===== src/rtl/sprite_pkg.sv =====
// Shared sprite geometry, motion limits and state encoding, used by the
// motion block and the sprite controller.
package sprite_pkg;

  localparam int SPR_X0           = 450;
  localparam int SPR_Y0           = 250;
  localparam int SPR_W            = 32;
  localparam int SPR_H            = 32;
  localparam int SPR_X_MIN        = 144;
  localparam int SPR_X_MAX        = 784;
  localparam int SPR_Y_MIN        = 35;
  localparam int SPR_Y_MAX        = 515;
  localparam int SPR_MAX_SPEED    = 4;
  localparam int SPR_ACCEL_FRAMES = 8;

  typedef enum logic [1:0] {
    IDLE   = 2'd0,
    RAMP   = 2'd1,
    CRUISE = 2'd2
  } motion_state_t;

  // One axis step in 11-bit space, clamped to [lo, hi] so it never wraps.
  function automatic logic [9:0] step_axis(input logic [9:0]  pos,
                                           input logic        inc,
                                           input logic        dec,
                                           input logic [2:0]  spd,
                                           input logic [10:0] lo,
                                           input logic [10:0] hi);
    logic [10:0] p;
    logic [10:0] s;
    logic [10:0] r;
    p = {1'b0, pos};
    s = {8'd0, spd};
    r = p;
    if (inc && !dec) begin
      r = p + s;
      if (r > hi) r = hi;
    end else if (dec && !inc) begin
      if (p < lo + s) r = lo;
      else            r = p - s;
    end
    return r[9:0];
  endfunction

endpackage


===== src/rtl/frame_tick_gen.sv =====
// Produces a single-clock pulse when the raster enters pixel (0,0),
// no matter how many clocks the counters sit there.
module frame_tick_gen (
  input  logic       clk,
  input  logic       rst,
  input  logic [9:0] hCount,
  input  logic [9:0] vCount,
  output logic       frame_tick
);

  logic c;
  logic c_d;

  assign c = (hCount == 10'd0) && (vCount == 10'd0);

  always_ff @(posedge clk) begin
    if (rst) c_d <= 1'b0;
    else     c_d <= c;
  end

  // Reset masks the pulse so nothing downstream sees a tick while held.
  assign frame_tick = c & ~c_d & ~rst;

endmodule


===== src/rtl/sprite_motion.sv =====
// Button-driven sprite position with per-frame updates, speed ramp-up and
// clamping to the visible window.
module sprite_motion
  import sprite_pkg::*;
#(
  parameter int X0           = SPR_X0,
  parameter int Y0           = SPR_Y0,
  parameter int W            = SPR_W,
  parameter int H            = SPR_H,
  parameter int X_MIN        = SPR_X_MIN,
  parameter int X_MAX        = SPR_X_MAX,
  parameter int Y_MIN        = SPR_Y_MIN,
  parameter int Y_MAX        = SPR_Y_MAX,
  parameter int MAX_SPEED    = SPR_MAX_SPEED,
  parameter int ACCEL_FRAMES = SPR_ACCEL_FRAMES
) (
  input  logic       clk,
  input  logic       rst,
  input  logic       en,
  input  logic [9:0] hCount,
  input  logic [9:0] vCount,
  input  logic       btn_up,
  input  logic       btn_down,
  input  logic       btn_left,
  input  logic       btn_right,
  output logic [9:0] xpos,
  output logic [9:0] ypos,
  output logic       moving,
  output logic       frame_tick
);

  localparam logic [10:0] X_LO      = 11'(X_MIN);
  localparam logic [10:0] X_HI      = 11'(X_MAX - W);
  localparam logic [10:0] Y_LO      = 11'(Y_MIN);
  localparam logic [10:0] Y_HI      = 11'(Y_MAX - H);
  localparam logic [2:0]  SPEED_TOP = 3'(MAX_SPEED);
  localparam logic [2:0]  CNT_LAST  = 3'(ACCEL_FRAMES - 1);

  motion_state_t state, state_next;
  logic [2:0]    speed, speed_next;
  logic [2:0]    move_cnt, move_cnt_next;
  logic [9:0]    xpos_next, ypos_next;
  logic          x_inc, x_dec, y_inc, y_dec, active;

  frame_tick_gen u_frame_tick_gen (
    .clk        (clk),
    .rst        (rst),
    .hCount     (hCount),
    .vCount     (vCount),
    .frame_tick (frame_tick)
  );

  // Opposite buttons on one axis cancel out.
  assign x_inc  = btn_right & ~btn_left;
  assign x_dec  = btn_left  & ~btn_right;
  assign y_inc  = btn_down  & ~btn_up;
  assign y_dec  = btn_up    & ~btn_down;
  assign active = x_inc | x_dec | y_inc | y_dec;

  always_ff @(posedge clk) begin
    if (rst) begin
      state    <= IDLE;
      speed    <= 3'd1;
      move_cnt <= 3'd0;
      xpos     <= 10'(X0);
      ypos     <= 10'(Y0);
    end else begin
      state    <= state_next;
      speed    <= speed_next;
      move_cnt <= move_cnt_next;
      xpos     <= xpos_next;
      ypos     <= ypos_next;
    end
  end

  always_comb begin
    state_next    = state;
    speed_next    = speed;
    move_cnt_next = move_cnt;
    xpos_next     = xpos;
    ypos_next     = ypos;
    if (frame_tick) begin
      if (!en || !active) begin
        state_next    = IDLE;
        speed_next    = 3'd1;
        move_cnt_next = 3'd0;
      end else begin
        xpos_next = step_axis(xpos, x_inc, x_dec, speed, X_LO, X_HI);
        ypos_next = step_axis(ypos, y_inc, y_dec, speed, Y_LO, Y_HI);
        // The move uses the current speed; any increment applies from the next frame.
        case (state)
          IDLE, RAMP: begin
            if (move_cnt == CNT_LAST) begin
              move_cnt_next = 3'd0;
              speed_next    = speed + 3'd1;
              state_next    = ((speed + 3'd1) >= SPEED_TOP) ? CRUISE : RAMP;
            end else begin
              move_cnt_next = move_cnt + 3'd1;
              state_next    = RAMP;
            end
          end
          CRUISE:  state_next = CRUISE;
          default: state_next = IDLE;
        endcase
      end
    end
  end

  always_comb begin
    moving = (state != IDLE);
  end

endmodule


===== config.mk =====
export PLATFORM = sky130hd
export DESIGN_NAME = sprite_motion
export DESIGN_NICKNAME = d
export VERILOG_FILES = /design/src/rtl/sprite_pkg.sv /design/src/rtl/frame_tick_gen.sv /design/src/rtl/sprite_motion.sv
export SDC_FILE = /design/constraint.sdc
export NUM_CORES = 1
export LEC_CHECK = 0
export BUFFER_PORTS_ARGS = -buffer_cell sky130_fd_sc_hd__buf_4
export CAP_MARGIN = 20
export CELL_PAD_IN_SITES_DETAIL_PLACEMENT = 0
export CELL_PAD_IN_SITES_GLOBAL_PLACEMENT = 1
export CORE_MARGIN = 4
export CORE_UTILIZATION = 41
export CTS_BUF_LIST = sky130_fd_sc_hd__clkbuf_4 sky130_fd_sc_hd__clkbuf_8 sky130_fd_sc_hd__clkbuf_16
export DETAILED_ROUTE_END_ITERATION = 10
export PLACE_DENSITY_LB_ADDON = 0.1
export SYNTH_ARGS = -nofsm -noshare
export SYNTH_HDL_FRONTEND = slang
export SYNTH_SLANG_ARGS = --single-unit
export TNS_END_PERCENT = 10

===== constraint.sdc =====
create_clock -name clk -period 3.5 [get_ports clk]
set_clock_uncertainty 0.1 [all_clocks]
set_input_delay 0.525 -clock clk [delete_from_list [all_inputs] [get_ports clk]]
set_output_delay 0.525 -clock clk [all_outputs]
set_load 0.05 [all_outputs]

Word level (Yosys, flattened, before mapping)
Cells that the tools add are included.

$add $sub $neg: 8. Reductions and logical operators: 25. Magnitude comparators: 5. Equal/unequal tests: 3. Bitwise logic cells: 16. Muxes and demuxes: 18.

Operator list (number): 10-bit two-way mux (8); 10-bit by 3-bit adder with 11-bit output (2); 10-bit zero test (2); 10-bit by 3-bit subtractor with 10-bit output (2); 3-bit two-way mux (6); 11-bit by 10-bit greater-than comparator with 1-bit output, second input constant (1); 11-bit by 9-bit greater-than comparator with 1-bit output, second input constant (1); 10-bit by 7-bit less-than comparator with 1-bit output (1); 10-bit by 9-bit less-than comparator with 1-bit output (1); 2-bit nonzero test (5); 8-bit by 3-bit adder with 9-bit output, first input constant (1); 3-bit AND reduction (3); 6-bit by 3-bit adder with 7-bit output, first input constant (1); 1-bit inverter (7); 3-bit by 1-bit adder with 3-bit output, second input constant (2); 1-bit AND (6); 1-bit zero test (6); 2-bit two-way mux (3); 1-bit logical AND (5); 2-bit one-hot mux with 2 select lines (1); 3-bit equality test, second input constant (1); 3-bit >= comparator, second input constant (1); 1-bit bitwise OR (3); 2-bit by 1-bit equality test with 1-bit output, second input constant (1); other kinds (5) (5).

Logic and storage cells: 81. Register bits: 29. Input bits: 27.

Longest topological paths before layout
Gate-level depths: netlist of run 1.

Word-level depth: 9. Mapped depth: 10. Gate-level depth less buffers: 10.

Cells and area by module
From an unflattened synthesis of run 1, not the netlist that was laid out.

Cells, all modules: 366. Area, all modules: 2912.8 um2.

By module, submodules not included: sprite_motion (cells an instance 355, seq. area each 560.5 um2, area each 2835.2 um2, instances 1); frame_tick_gen (cells an instance 11, seq. area each 20.0 um2, area each 77.6 um2, instances 1).

Worst setup path after synthesis of run 1
No wires, ideal clock.

Path kind: register to register. Start point: register ypos[1]. End point: register ypos[3]. Arrival: 2.967 ns. Cell stages (with the launch flop): 10. Buffers on the path: 0. Slack: 0.311 ns. Library setup time: 0.122 ns. Cells stage by stage: dfxtp_1 -> inv_1 -> fa_1 -> o21ba_1 -> or3_1 -> a21oi_2 -> o2111ai_2 -> a21oi_4 -> o31ai_1 -> a221o_1.

Word-level cells in the longest chain between the ends: 4.

Ends and longest elaborated chain: start, declared (line sprite_motion.sv:27) `output logic [9:0] ypos,`; start signal, assigned (line sprite_motion.sv:66) `ypos <= 10'(Y0);`; start signal, assigned (line sprite_motion.sv:72) `ypos <= ypos_next;`; 10-bit by 3-bit adder with 11-bit output (tied with other cells) (line sprite_pkg.sv:36) `r = p + s;`; 11-bit by 9-bit greater-than comparator with 1-bit output / 10-bit two-way mux (equally long branches) (line sprite_pkg.sv:37, sprite_pkg.sv:39); 10-bit two-way mux (on tied branches) (line sprite_pkg.sv:37, sprite_pkg.sv:38); 10-bit two-way mux * (line sprite_pkg.sv:35) `if (inc && !dec) begin`.

Every way passes the cells marked *; elsewhere a longest branch is shown, timed or not. The select of a mux whose other input is x is not followed. A chain may end at the register's enable or synchronous reset.

Worst setup path in the final report of run 1
Start point: register speed[0]. End point: register ypos[3].

Word-level cells in the longest chain between the ends: 5.

Ends and longest elaborated chain: start, declared (line sprite_motion.sv:40) `logic [2:0] speed, speed_next;`; start signal, assigned (line sprite_motion.sv:69) `speed <= speed_next;`; 6-bit by 3-bit adder with 7-bit output (line sprite_pkg.sv:39) `if (p < lo + s) r = lo;`; 10-bit by 7-bit less-than comparator with 1-bit output (line sprite_pkg.sv:39); 10-bit two-way mux (line sprite_pkg.sv:39); 10-bit two-way mux (line sprite_pkg.sv:38) `end else if (dec && !inc) begin`; 10-bit two-way mux * (line sprite_pkg.sv:35).

Marked as above.

==> results of run 1 <==
-- where the power goes --
| group | switching (W) | internal [W] | total [W] |
|---|---|---|---|
| Combinational | 0.0000480 | 0.0000359 | 0.0000839 |
| Sequential | 0.00000590 | 0.000332 | 0.000338 |
| Clock | 0.000126 | 0.000131 | 0.000256 |
-- critical path, delay by kind of cell, from the launching register on --
family | cells | cell delay [ns]
AND/OR/NAND/NOR | 1 | 0.37
flip-flops | 1 | 0.45
buffers and inverters | 1 | 0.05
adder cells (fa/ha/maj) | 2 | 0.65
AO/OA/AOI/OAI | 6 | 1.36
-- synthesized netlist by cell type, drive strengths merged, types with 2 or more instances --
cell and count:
fa 4, and3 5, nand2 31, and2 2, o221ai 2, o21a 4
a211oi 5, xor2 4, nor3b 2, nand4 2, a22oi 3, xnor2 4
nand3 11, o21ai 28, or3 5, nor3 16, and4 3, or4 2
nand3b 2, nor2 31, o2111ai 3, a221o 2, o21bai 2, nand2b 6
o21ba 2, o211a 2, nor4 10, a21boi 2, or2 4, o31ai 4
mux2i 2, inv 22, a31oi 4, clkbuf 11, dfxtp 29, buf 8
a21oi 30, ha 24, nor2b 7, o211ai 6, o31a 3
-- how the worst max path moves through the flow --
stage                                      from  slack, ns                   end  depth (start not counted)
after global placement    speed[0]$_SDFFE_PP1P_       0.52  ypos[3]$_SDFFE_PP1P_                         10
after floorplan            ypos[1]$_SDFFE_PP1P_       0.31  ypos[3]$_SDFFE_PP1P_                          9
after detailed placement  speed[0]$_SDFFE_PP1P_       0.41  ypos[3]$_SDFFE_PP1P_                         10
final                     speed[0]$_SDFFE_PP1P_       0.41  ypos[3]$_SDFFE_PP1P_                         10
after global routing      speed[0]$_SDFFE_PP1P_       0.17  ypos[3]$_SDFFE_PP1P_                         10
after CTS                 speed[0]$_SDFFE_PP1P_       0.41  ypos[3]$_SDFFE_PP1P_                         10
-- per-layer routing --
layer  vias to the layer above  routed length [µm]  track usage
li1                       1422                   -            -
met2                        95                3100        0.267
met4                         0                  24       0.0281
met5                         -                   0            0
met1                      1277                4090        0.303
met3                         5                 673       0.0508
-- metrics by stage --
step                      total power (W)  instances  hold WS [ns]
after global routing             0.000717        481         0.385
after CTS                        0.000690        481         0.361
after global placement           0.000428        475         0.345
after floorplan                  0.000391        366         0.336
final                            0.000678        481         0.357
after detailed placement         0.000428        475         0.352
-- layout make-up --
type,instances,area (µm²),area share
inverter,22,82.6,0.0254
clock inverter,1,5.00,0.00154
timing repair buffer,51,383,0.118
multi-input combinational,296,2030,0.626
clock buffer,5,68.8,0.0212
sequential,29,581,0.179
tap,77,96.3,0.0297
-- sequential cells by signal (all words and copies together), names as in the netlist --
signal / flops
speed: 3
u_frame_tick_gen.c_d: 1
move_cnt: 3
ypos: 10
xpos: 10
state: 2
-- layout by cell type, fill, tap and decap left out, types with 3 or more instances in the layout --
cell type  instances
a211oi_1           3
a21oi_1           28
a22oi_1            3
a31oi_1            4
and3_1             5
and4_1             3
buf_4             51
clkbuf_8           5
dfxtp_1           29
fa_1               4
ha_1              24
inv_1             21
nand2_1           31
nand2b_1           6
nand3_1           11
nor2_1            31
nor2b_1            7
nor3_1            13
nor4_1            10
o211ai_1           5
o21a_1             4
o21ai_0           17
o21ai_1           10
o31a_1             3
o31ai_1            4
or2_2              4
or3_1              5
xnor2_1            4
xor2_1             4
-- cells by family after synthesis --
logic type                 Yosys count  share of synthesized area
adders and majority gates           28                      0.136
DFF                                 29                      0.208
buffers and inverters               41                     0.0658
and+or+nand+nor                    141                      0.264
muxes                                3                     0.0112
AOI/OAI and AO/OA                  116                      0.290
xor gates and xnor gates             8                     0.0251
==> qor.txt, run 1 <==
Async SR Flop Fraction -> 0
Crit path largest cell delay -> 0.45 ns
Final Max Slew Viols -> 0
sink of the worst hold path -> move_cnt[1]$_SDFFE_PP0P_
end-of-flow core utilization -> 0.500
number of input and output port buffers inserted -> 48
synthesized area divided by synthesized cell count -> 7.64 µm²
half-perimeter wire length after detailed placement -> 5.99 mm
power per cell area -> 209 mW/mm²
Crit Reg-Reg Endpoint -> ypos[3]$_SDFFE_PP1P_
IR Drop Worst-Case VDD -> 0.000192 V
cts-stage hold buffer count -> 0
CTS Root Buffer Type -> clkbuf_8
worst-margin pin slew -> 0.729 ns
kind of capture point of the worst setup path -> flop
number of search-and-repair iterations in the first detailed-routing pass -> 4
Max stage delay cell, worst path -> dfxtp_1
highest clock frequency the design can meet -> 323 MHz
Fin. Hold Viols -> 0
CTS-repair resized insts -> 0
final antenna diode count -> 0
sequential cell area fraction in the yosys report -> 0.208
number of antenna violations at the first check in global routing -> 0
max-cap viol count -> 0
R2R Path Start -> speed[0]$_SDFFE_PP1P_
die span in x -> 90.6 µm
sum of routed wire length over all layers -> 7.89 mm
vertical die dimension -> 90.6 µm
Max Root-Sink Buffers -> 2
cells on worst reg2reg path -> 10
post-route clock period utilization -> 0.883
maximum number of pins on one net before global-route repair -> 22
worst setup slack after placement -> 0.406 ns
total routing usage reported by global routing -> 0.194
run status -> finished, final reports clean
top-area cell type share of the netlist area -> 0.208
worst hold path type -> reg -> reg
overall via count from detail_route -> 2,799
summed instance area of the synthesized netlist -> 0.00280 mm²
Netlist cell types -> 73
highest net fanout along the worst path -> 9
total of fill cells in the finished design -> 642
flops & latches, synth -> 29
signed area change from the synthesized netlist to the final layout -> 16.2%
synth top area cells -> dfxtp_1 21%, ha_1 11%, a21oi_1 5.0%
DRT iter0 DRCs -> 145
final setup violation count -> 0
fraction of final layout cells with drive strength greater than 1 -> 0.188
worst path arrival time -> 3.15 ns
most used flip-flop cell after synthesis -> dfxtp_1
dominant cell type by area after synthesis -> dfxtp_1
TritonCTS clock tree -> done
Initial Utilization -> 0.431
final global-route overflow total -> 0
final critical-path required period -> 3.09 ns
relative slew slack -> 0.514
EDFF count, synth -> 0
clock sink count -> 29
post-synthesis cell count -> 366
number of global-route vias before repair -> 2,650
Final Cell Area -> 0.00325 mm²
count of synthesis-stage warnings from yosys -> 0
final weighted congestion in routability-driven placement -> 0.898
DRC errors left -> 0
clock insertion delay at the later pin of the skew report -> 0.27 ns
routed wirelength normalized by instance count -> 16.4 µm
num ports -> 49
CP startpoint kind -> flop
sum of negative setup slack -> 0 ns
startpoint of the most critical hold path -> move_cnt[1]$_SDFFE_PP0P_
number of buffers added for setup after CTS -> 0
setup slack of the worst register-to-register path -> 0.41 ns
number of nets in the synthesized netlist -> 421
Final ANT Viol Nets -> 0
Die Outline Area -> 0.00821 mm²
wire length of the first global-routing pass -> 13.3 mm
Lkg Pwr -> 1.35 nW
instance area at placement -> 0.00317 mm²
ordered cell list for the critical path -> ha_1, inv_1, fa_1, o21ba_1, or3_1, a21oi_2, o2111ai_2, a21oi_4, o31ai_1, a221o_1
RSZ-0062 raised after global routing -> no
data required time of the critical path -> 3.56 ns
cell depth of the worst hold path -> 2
Num CTS Buffers -> 5
row count -> 29
critical path start-end classification -> reg -> reg
clock transition at the registers of the reported paths -> 0.06 ns
Vias/cell -> 5.82
final setup margin -> 0.408 ns
H-tree Lvls -> 2
core area -> 0.00649 mm²
net count of the finished layout -> 460
(Power assumes the default switching activity.)
==> run 2: changes to the inputs <==
Settings changed: GPL_ROUTABILITY_DRIVEN set to 0, PLACE_DENSITY set to 0.78, PLACE_DENSITY_LB_ADDON 0.1 to unset.
==> qor.txt, run 2 (synthesis results as in run 1) <==
run status -> finished, final reports clean
final antenna diode count -> 0 (unchanged)
Final Cell Area -> 0.00327 mm² (+0.73%)
overall via count from detail_route -> 2,882 (+3.0%)
sum of negative setup slack -> 0 ns (unchanged)
number of input and output port buffers inserted -> 48 (unchanged)
IR Drop Worst-Case VDD -> 0.000162 V (-16%)
number of antenna violations at the first check in global routing -> 0 (unchanged)
Max stage delay cell, worst path -> dfxtp_1
CTS Root Buffer Type -> clkbuf_8
post-route worst hold slack -> 0.360 ns (+0.00295 ns)
final setup violation count -> 0 (unchanged)
Crit path largest cell delay -> 0.46 ns (about the same)
highest net fanout along the worst path -> 9 (unchanged)
relative slew slack -> 0.405 (-0.109)
H-tree Lvls -> 2 (unchanged)
clock sink count -> 29 (unchanged)
worst setup slack after placement -> 0.402 ns (-0.00466 ns)
family with the most delay on the worst path -> compound AO/OA/AOI/OAI gates
number of global-route vias before repair -> 2,725 (+2.8%)
total routing usage reported by global routing -> 0.192 (-0.00231)
instance area at placement -> 0.00318 mm² (+0.24%)
Max Root-Sink Buffers -> 2 (unchanged)
TritonCTS clock tree -> done
DRC errors left -> 0 (unchanged)
Lkg Pwr -> 1.36 nW (+0.89%)
final setup margin -> 0.391 ns (-0.0170 ns)
CTS-repair resized insts -> 0 (unchanged)
data required time of the critical path -> 3.57 ns (about the same)
post-route met1 wirelength -> 3.84 mm (-6.1%)
most frequent standard cell in the layout excluding fill and tap cells -> buf_4
Vias/cell -> 5.97 (+2.5%)
cell depth of the worst hold path -> 2 (unchanged)
number of search-and-repair iterations in the first detailed-routing pass -> 5 (+1)
wire length of the first global-routing pass -> 13.2 mm (-0.83%)
signed area change from the synthesized netlist to the final layout -> 17.0%
cts-stage hold buffer count -> 0 (unchanged)
highest clock frequency the design can meet -> 322 MHz (-0.55%)
worst hold path type -> reg -> reg
vertical die dimension -> 90.6 µm (unchanged)
max-cap viol count -> 0 (unchanged)
commonest cells after routing, fill and taps aside -> 52 x buf_4, 31 x nor2_1, 31 x nand2_1
RSZ-0062 raised after global routing -> no
CP startpoint kind -> flop
routed wirelength normalized by instance count -> 16.4 µm (-0.24%)
Num CTS Buffers -> 5 (unchanged)
R2R Path Start -> speed[0]$_SDFFE_PP1P_
final critical-path required period -> 3.11 ns (+0.0170 ns)
clock transition at the registers of the reported paths -> 0.07 ns (about the same)
Crit Reg-Reg Endpoint -> ypos[3]$_SDFFE_PP1P_
Final Max Slew Viols -> 0 (unchanged)
net count of the finished layout -> 461 (+0.22%)
Initial Utilization -> 0.431 (unchanged)
setup slack of the worst register-to-register path -> 0.39 ns (-0.02 ns)
worst path arrival time -> 3.18 ns (+0.03 ns)
post-route clock period utilization -> 0.888 (+0.00485)
cells on worst reg2reg path -> 10 (unchanged)
DR WL met3 -> 665 µm (-1.2%)
startpoint of the most critical hold path -> move_cnt[1]$_SDFFE_PP0P_
Final ANT Viol Nets -> 0 (unchanged)
row count -> 29 (unchanged)
critical path start-end classification -> reg -> reg
ordered cell list for the critical path -> ha_1, inv_1, fa_1, o21ba_1, or3_1, a21oi_2, o2111ai_2, a21oi_4, o31ai_1, a221o_1
clock insertion delay at the later pin of the skew report -> 0.28 ns (about the same)
half-perimeter wire length after detailed placement -> 6.06 mm (+1.2%)
die span in x -> 90.6 µm (unchanged)
fraction of final layout cells with drive strength greater than 1 -> 0.192 (+0.00400)
buffers plus inverters on the worst setup path -> 1 (unchanged)
sink of the worst hold path -> move_cnt[1]$_SDFFE_PP0P_
power per cell area -> 218 mW/mm² (+4.4%)
core area -> 0.00649 mm² (unchanged)
maximum number of pins on one net before global-route repair -> 22 (unchanged)
Die Outline Area -> 0.00821 mm² (unchanged)
top routing layer in use -> met4
number of buffers added for setup after CTS -> 0 (unchanged)
Fin. Hold Viols -> 0 (unchanged)
worst-margin pin slew -> 0.869 ns (+0.141 ns)
final global-route overflow total -> 0 (unchanged)
DRT iter0 DRCs -> 198 (+37%)
largest registers -> xpos x10, ypos x10
sum of routed wire length over all layers -> 7.90 mm (+0.18%)
total of fill cells in the finished design -> 652 (+1.6%)
num ports -> 49 (unchanged)
length of routed met2 wiring -> 3.36 mm (+8.2%)
kind of capture point of the worst setup path -> flop
==> run 2: stage by stage <==
stage	power (W)	std cells	util
final	0.000713	483	0.504
after global routing	0.000740	483	0.504
after CTS	0.000719	483	0.504
after detailed placement	0.000428	476	0.490
after global placement	0.000428	476	0.490
after floorplan	0.000391	366	-
==> run 2: worst max-delay path by stage <==
stage                          start              endpoint  cells past startpoint
2_1_floorplan   ypos[1]$_SDFFE_PP1P_  ypos[3]$_SDFFE_PP1P_                      9
3_3_place_gp   speed[0]$_SDFFE_PP1P_  ypos[3]$_SDFFE_PP1P_                     10
3_5_place_dp   speed[0]$_SDFFE_PP1P_  ypos[3]$_SDFFE_PP1P_                     10
4_1_cts        speed[0]$_SDFFE_PP1P_  ypos[3]$_SDFFE_PP1P_                     10
5_1_grt        speed[0]$_SDFFE_PP1P_  ypos[3]$_SDFFE_PP1P_                     10
6_report       speed[0]$_SDFFE_PP1P_  ypos[3]$_SDFFE_PP1P_                     10
==> run 2: worst reg2reg max path, cell delays in order, from the launching register on <==
cell	delay (ns)
dfxtp_1	0.46
ha_1	0.21
inv_1	0.05
fa_1	0.45
o21ba_1	0.22
or3_1	0.36
a21oi_2	0.16
o2111ai_2	0.19
a21oi_4	0.32
o31ai_1	0.13
a221o_1	0.35
==> run 2: layer usage <==
layer,global-route usage,up-vias
met5,0,-
met4,0.0268,0
met3,0.0483,7
met2,0.291,118
met1,0.280,1331
li1,-,1426
==> run 2: final cells by class <==
class,instances,area (µm²),area share
Multi-Input combinational cell,296,2030,0.621
Sequential cell,29,581,0.177
Timing Repair Buffer,52,390,0.119
Tap cell,77,96.3,0.0294
Clock buffer,7,90.1,0.0275
Inverter,22,82.6,0.0252
==> run 2: power breakdown <==
part / switching (W) / leakage, nW / internal [W]
Clock: 0.000128 / 0.0477 / 0.000164
Sequential: 0.00000652 / 0.234 / 0.000332
Combinational: 0.0000471 / 1.08 / 0.0000359
Total: 0.000182 / 1.36 / 0.000531
